### src/rtl/pmbist_pkg.sv
// Shared PMBIST types: microcode op encoding and mem-interface FSM states.
package pmbist;

    // Op command from microcode_container; encoding 2'b11 is unused and treated as NOP.
    typedef enum logic [1:0] {
        OP_NOP   = 2'd0,
        OP_WRITE = 2'd1,
        OP_READ  = 2'd2
    } t_op_cmd;

    // Memory-interface / compare FSM states.
    typedef enum logic [1:0] {
        IDLE  = 2'd0,
        RUN   = 2'd1,
        DRAIN = 2'd2,
        DONE  = 2'd3
    } t_mem_if_state;

endpackage

### src/rtl/mbist_exp_pipe.sv
// Valid-tagged shift register carrying {exp, ax, ay} of each issued READ
// until its Q is available. The oldest stage feeds the comparator.
module mbist_exp_pipe #(
    parameter int DEPTH = 2,
    parameter int W     = 6
) (
    input  logic         i_clk,
    input  logic         i_rst,
    input  logic         i_flush,
    input  logic         i_push,
    input  logic [W-1:0] i_data,
    output logic         o_vld,
    output logic [W-1:0] o_data,
    output logic         o_busy
);

    logic [DEPTH-1:0]        r_vld;
    logic [DEPTH-1:0][W-1:0] r_data;

    // Shift one stage per cycle; flush only drops valids, payload is don't-care.
    always_ff @(posedge i_clk or posedge i_rst) begin
        if (i_rst) begin
            r_vld  <= '0;
            r_data <= '0;
        end else begin
            if (i_flush) r_vld <= '0;
            else         r_vld <= {r_vld[DEPTH-2:0], i_push};
            r_data <= {r_data[DEPTH-2:0], i_data};
        end
    end

    assign o_vld  = r_vld[DEPTH-1];
    assign o_data = r_data[DEPTH-1];
    // Busy ignores the oldest stage: that entry is being compared this cycle.
    assign o_busy = |r_vld[DEPTH-2:0];

endmodule

### src/rtl/mbist_mem_if_cmp.sv
// PMBIST memory interface: registers SRAM port controls from microcode ops,
// aligns expected read data to the read latency, compares against Q and
// keeps sticky fail status, first-fail record and a saturating fail count.
module mbist_mem_if_cmp
    import pmbist::*;
#(
    parameter int AX_WIDTH   = 2,
    parameter int AY_WIDTH   = 2,
    parameter int D_WIDTH    = 2,
    parameter int RD_LAT     = 1,
    parameter int FCNT_WIDTH = 8
) (
    input  logic                         i_clk,
    input  logic                         i_rst,
    input  logic                         i_mbist_run,
    input  t_op_cmd                      i_op_cmd,
    input  logic [AX_WIDTH-1:0]          i_addr_x,
    input  logic [AY_WIDTH-1:0]          i_addr_y,
    input  logic [D_WIDTH-1:0]           i_data,
    input  logic                         i_end_of_prog,
    output logic                         o_mem_we,
    output logic                         o_mem_re,
    output logic                         o_mem_oe,
    output logic [AX_WIDTH+AY_WIDTH-1:0] o_mem_a,
    output logic [D_WIDTH-1:0]           o_mem_d,
    input  logic [D_WIDTH-1:0]           i_mem_q,
    output logic                         o_fail,
    output logic [FCNT_WIDTH-1:0]        o_fail_cnt,
    output logic [AX_WIDTH-1:0]          o_fail_addr_x,
    output logic [AY_WIDTH-1:0]          o_fail_addr_y,
    output logic [D_WIDTH-1:0]           o_fail_exp,
    output logic [D_WIDTH-1:0]           o_fail_act,
    output logic                         o_done
);

    localparam int AW = AX_WIDTH + AY_WIDTH;
    localparam int PW = D_WIDTH + AX_WIDTH + AY_WIDTH;

    typedef struct packed {
        logic [AX_WIDTH-1:0] ax;
        logic [AY_WIDTH-1:0] ay;
        logic [D_WIDTH-1:0]  exp;
        logic [D_WIDTH-1:0]  act;
    } t_fail_rec;

    t_mem_if_state           r_state;
    logic                    r_run_d;
    logic                    r_we, r_re, r_oe, r_done;
    logic [AW-1:0]           r_a;
    logic [D_WIDTH-1:0]      r_d;
    logic                    r_fail;
    logic [FCNT_WIDTH-1:0]   r_cnt;
    t_fail_rec               r_rec;

    logic                    w_start, w_abort, w_push;
    logic                    w_pipe_vld, w_pipe_busy, w_mis;
    logic [PW-1:0]           w_pipe_data;
    logic [D_WIDTH-1:0]      w_exp;
    logic [AX_WIDTH-1:0]     w_ax;
    logic [AY_WIDTH-1:0]     w_ay;

    assign w_start = i_mbist_run & ~r_run_d;
    assign w_abort = ~i_mbist_run & ((r_state == RUN) | (r_state == DRAIN));
    assign w_push  = (r_state == RUN) & i_mbist_run & (i_op_cmd == OP_READ);

    mbist_exp_pipe #(
        .DEPTH (RD_LAT + 1),
        .W     (PW)
    ) u_exp_pipe (
        .i_clk   (i_clk),
        .i_rst   (i_rst),
        .i_flush (w_abort),
        .i_push  (w_push),
        .i_data  ({i_data, i_addr_x, i_addr_y}),
        .o_vld   (w_pipe_vld),
        .o_data  (w_pipe_data),
        .o_busy  (w_pipe_busy)
    );

    assign w_exp = w_pipe_data[PW-1 -: D_WIDTH];
    assign w_ax  = w_pipe_data[AW-1 -: AX_WIDTH];
    assign w_ay  = w_pipe_data[AY_WIDTH-1:0];
    // An entry leaving the pipe on an abort edge counts as flushed.
    assign w_mis = w_pipe_vld & ~w_abort & (i_mem_q != w_exp);

    // Session FSM with registered memory-port controls and done flag.
    always_ff @(posedge i_clk or posedge i_rst) begin
        if (i_rst) begin
            r_state <= IDLE;
            r_run_d <= 1'b0;
            r_we    <= 1'b0;
            r_re    <= 1'b0;
            r_oe    <= 1'b0;
            r_done  <= 1'b0;
            r_a     <= '0;
            r_d     <= '0;
        end else begin
            r_run_d <= i_mbist_run;
            r_we    <= 1'b0;
            r_re    <= 1'b0;
            case (r_state)
                IDLE: begin
                    if (w_start) begin
                        r_state <= RUN;
                        r_oe    <= 1'b1;
                    end
                end
                RUN: begin
                    if (!i_mbist_run) begin
                        r_state <= IDLE;
                        r_oe    <= 1'b0;
                        r_a     <= '0;
                        r_d     <= '0;
                    end else begin
                        case (i_op_cmd)
                            OP_WRITE: begin
                                r_we <= 1'b1;
                                r_a  <= {i_addr_x, i_addr_y};
                                r_d  <= i_data;
                            end
                            OP_READ: begin
                                r_re <= 1'b1;
                                r_a  <= {i_addr_x, i_addr_y};
                            end
                            default: ;
                        endcase
                        if (i_end_of_prog) r_state <= DRAIN;
                    end
                end
                DRAIN: begin
                    if (!i_mbist_run) begin
                        r_state <= IDLE;
                        r_oe    <= 1'b0;
                        r_a     <= '0;
                        r_d     <= '0;
                    end else if (!w_pipe_busy) begin
                        r_state <= DONE;
                        r_oe    <= 1'b0;
                        r_done  <= 1'b1;
                    end
                end
                DONE: begin
                    if (!i_mbist_run) begin
                        r_state <= IDLE;
                        r_done  <= 1'b0;
                        r_a     <= '0;
                        r_d     <= '0;
                    end
                end
                default: begin
                    r_state <= IDLE;
                    r_oe    <= 1'b0;
                    r_done  <= 1'b0;
                end
            endcase
        end
    end

    // Fail status: cleared on session start, sticky flag, saturating count,
    // record captured only on the first mismatch of a session.
    always_ff @(posedge i_clk or posedge i_rst) begin
        if (i_rst) begin
            r_fail <= 1'b0;
            r_cnt  <= '0;
            r_rec  <= '0;
        end else if ((r_state == IDLE) && w_start) begin
            r_fail <= 1'b0;
            r_cnt  <= '0;
            r_rec  <= '0;
        end else if (w_mis) begin
            r_fail <= 1'b1;
            if (r_cnt != '1) r_cnt <= r_cnt + FCNT_WIDTH'(1);
            if (!r_fail) r_rec <= '{ax: w_ax, ay: w_ay, exp: w_exp, act: i_mem_q};
        end
    end

    assign o_mem_we      = r_we;
    assign o_mem_re      = r_re;
    assign o_mem_oe      = r_oe;
    assign o_mem_a       = r_a;
    assign o_mem_d       = r_d;
    assign o_fail        = r_fail;
    assign o_fail_cnt    = r_cnt;
    assign o_fail_addr_x = r_rec.ax;
    assign o_fail_addr_y = r_rec.ay;
    assign o_fail_exp    = r_rec.exp;
    assign o_fail_act    = r_rec.act;
    assign o_done        = r_done;

endmodule

### config.mk
export PLATFORM = sky130hd
export DESIGN_NAME = mbist_mem_if_cmp
export DESIGN_NICKNAME = d
export VERILOG_FILES = /design/src/rtl/pmbist_pkg.sv /design/src/rtl/mbist_exp_pipe.sv /design/src/rtl/mbist_mem_if_cmp.sv
export SDC_FILE = /design/constraint.sdc
export NUM_CORES = 1
export LEC_CHECK = 0
export BUFFER_PORTS_ARGS = -buffer_cell sky130_fd_sc_hd__buf_2
export CAP_MARGIN = 20
export CORE_MARGIN = 4
export CORE_UTILIZATION = 45
export CTS_BUF_LIST = sky130_fd_sc_hd__clkbuf_4 sky130_fd_sc_hd__clkbuf_8 sky130_fd_sc_hd__clkbuf_16
export DETAILED_ROUTE_END_ITERATION = 12
export HOLD_SLACK_MARGIN = 0.05
export PLACE_DENSITY = 0.82
export SKIP_CTS_REPAIR_TIMING = 1
export SLEW_MARGIN = 10
export SYNTH_ARGS = -nofsm -noshare
export SYNTH_HDL_FRONTEND = slang
export SYNTH_SLANG_ARGS = --single-unit
### constraint.sdc
create_clock -name i_clk -period 1.8 [get_ports i_clk]
set_input_delay 0.36 -clock i_clk [delete_from_list [all_inputs] [get_ports i_clk]]
set_output_delay 0.36 -clock i_clk [all_outputs]
set_load 0.01 [all_outputs]
==> impl_results.md <==
* IO buf count at 40
* CP max stage delay at 0.41 ns
* First-pass GRT wire length at 6.451 mm
* Max-slew headroom at 59.97%
* Vias in the first global route at 1394
* Met2 usage at 24.13%
* Post-route ant nets at 0
* Final Hold Slack at 0.08045 ns
* Tightest Pin Transition at 0.5982 ns
* Yosys reg bits at 44
* ANT cells at 0
* I/O pin cnt at 41
* Worst setup EP type: flop
* Setup CP Type: reg -> reg
* Tot Pwr at 3124 uW
* YS warnings at 0
* Initial antenna violation count at 0
* Seq/Total Area, Yosys at 57.67%
* Largest net degree at the start of global routing at 25
* Post-synth cell types at 33
* Crit path launch type: flop
* Final Hold Fails at 0
* Grt ovf at 0
* Detailed-route via count at 1483
* First DRT Iteration DRCs at 106
* Post-Syn Instances at 182
* Crit-path max FO at 6
* DRC at 0
* Initial core utilization at 47.06%
* Worst path cell trace: inv_2 -> ha_4 -> nand2b_1 -> o211ai_1 -> buf_4 -> dlymetal6s2s_1 -> o211ai_1 -> o31ai_1
* Layout cell share with drive strength beyond 1 at 28.39%
* R2R Setup Slk at 0.04 ns
* CP top delay family: buffers and inverters
* Max Clock Freq at 569.6 MHz
* Die Y-Extent at 73.14 um
* Max-Cap Viols at 0
* Maximum VDD drop at 0.0006425 V
* Most frequent cells in the layout: dfrtp_1, buf_2, nand3_1, nand2_1
* Final min period at 1.756 ns
* Worst EP arrival at 1.94 ns
* Die footprint at 5349 um2
* HP Class: in -> async
* Worst-Skew Late Latency at 0.30 ns
* Mapped cell area at 1909 um2
* Slew Limit Fails at 0
* Setup Skew at 0.005633 ns
* Leading cell type in the layout, fill and taps excluded: dfrtp_1
* CP max-delay cell: dfrtp_1
* Core ar. at 4058 um2
* Avg WL per Cell at 13.73 um
* Register area at 1101 um2
* Htree depth at 2
* Global placer's final weighted congestion at 0.9368
* Avg Cell Area, Syn at 10.49 um2
* Status: finished, final reports clean
* Dpl hpwl at 2.735 mm
* Die W at 73.14 um
* CP dominant cell by count: o211ai_1
* Setup violators final at 0
* Clock transition at the registers of the reported paths at 0.09 ns
* Pwr/cell area at 1313 nW/um2
* Syn-to-layout area delta at 24.57%
* Row cnt at 23
* Fin crit share at 97.53%
* Final Util at 58.62%
* Crit path buf inv count at 3
* Leakage power at 0.001200 uW
* Sink Count at 44
* Vias per cell at 5.185
* R2r worst-path depth at 8
* WP data required at 1.98 ns
* Gr usage total at 15.76%
* CTS Buffer Depth at 2
* Levels on crit path at 8
* Met3 usage at 4.959%
* CTS buffer count at 5
* Nets at 257
* Fillers at 353
* CTS tree: built
* Area occupied by multi-input gates at 754.5 um2
* M1 GR Usage at 20.55%
* Synth Net Count at 204
* Root Buffer: clkbuf_8
* Grt peak-use layer: met2
* Pre-Repair DR Iteration Count at 4
* Drt total wl at 3.927 mm
## state kept, by name, summed over array words and instances, names as in the netlist
register           count
o_done                 1
o_fail                 1
o_fail_act             2
o_fail_addr_x          2
o_fail_addr_y          2
o_fail_cnt             8
o_fail_exp             2
o_mem_a                4
o_mem_d                2
o_mem_oe               1
o_mem_re               1
o_mem_we               1
r_run_d                1
r_state                2
u_exp_pipe.o_data      6
u_exp_pipe.r_data      6
u_exp_pipe.r_vld       2
## logic make-up (layout without fill, tap and decap cells)
logic type	after synthesis	count (layout)	synth area share, %
xor gates and xnor gates	2	2	0.9176
muxes	6	6	3.146
DFF	44	44	57.67
AOI/OAI and AO/OA	38	38	12.12
adders and majority gates	8	8	5.243
buffers and inverters	24	78	4.849
and+or+nand+nor	60	60	16.06
## Yosys cell counts
cell type,instances,area [um2]
and3_1,3,18.77
a32oi_1,1,8.760
a211o_1,1,8.760
ha_1,8,100.1
or3_1,1,6.260
o311ai_1,1,8.760
and4_1,1,8.760
o31ai_1,2,15.01
a2111oi_0,1,8.760
or2_2,1,6.260
mux2i_1,6,60.06
a21oi_1,10,50.05
nor3_1,7,35.03
dfrtp_1,44,1101
a31oi_1,1,6.260
nor2_1,5,18.77
or4_1,1,7.510
and2_1,2,12.51
nor4b_1,1,8.760
nand3_1,16,80.08
o21ai_0,15,75.07
o211a_1,1,10.01
xor2_1,2,17.52
nor4_2,1,12.51
nor2b_1,1,6.260
nand2_1,16,60.06
buf_2,2,10.01
o2111ai_1,1,8.760
clkbuf_1,4,15.01
nand2b_1,4,25.02
o211ai_1,3,22.52
inv_1,18,67.56
o41ai_1,1,8.760
## cell type report
class,count,area share [%]
Tap cell,50,2.630
Clock inverter,2,0.6312
Multi-Input combinational cell,114,31.72
Timing Repair Buffer,52,12.41
Sequential cell,44,46.29
Inverter,18,2.841
Clock buffer,6,3.472
## power breakdown
part           total [uW]  internal (uW)  switching, uW
combinational        1170            511            658
sequential           1300           1180            115
clock                 656            311            345
total                3120           2010           1120
## per-layer routing
layer  vias to the layer above  share of wire [%]
li1                        735                  -
met3                         8                6.5
met2                        45                 47
met4                         0                1.6
met1                       695                 44
met5                         -                  0
## worst reg2reg max path, delay by kind of cell, from the launching register on
family	cells	cell delay (ns)
adders and majority gates	1	0.21
AOI/OAI and AO/OA	3	0.44
buffers and inverters	3	0.50
DFF	1	0.41
and+or+nand+nor	1	0.09
## per-stage QoR
step	area, um2	TNS [ns]	cells	setup slack, ns
floorplan	1909	0	182	0.1047
global placement	2215	0	275	0.09722
detailed placement	2215	0	275	0.03844
CTS	2312	-0.02098	283	-0.01854
global route	2379	-0.07635	286	-0.05484
finish	2379	0	286	0.04446
## worst paths after layout
kind,to,from
max reg2reg,o_fail_cnt[1]$_DFFE_PP0P_,r_state[0]$_DFFE_PP0P_
max,o_fail_cnt[1]$_DFFE_PP0P_,r_state[0]$_DFFE_PP0P_
max in group asynchronous,o_fail_cnt[6]$_DFFE_PP0P_,i_rst
min in group i_clk,u_exp_pipe.r_data[0]$_DFF_PP0_,i_addr_y[0]
min reg2reg,u_exp_pipe.o_data[5]$_DFF_PP0_,u_exp_pipe.r_data[5]$_DFF_PP0_
min,o_mem_oe$_DFFE_PP0P_,i_rst
Power figures use the tool's default switching activity.
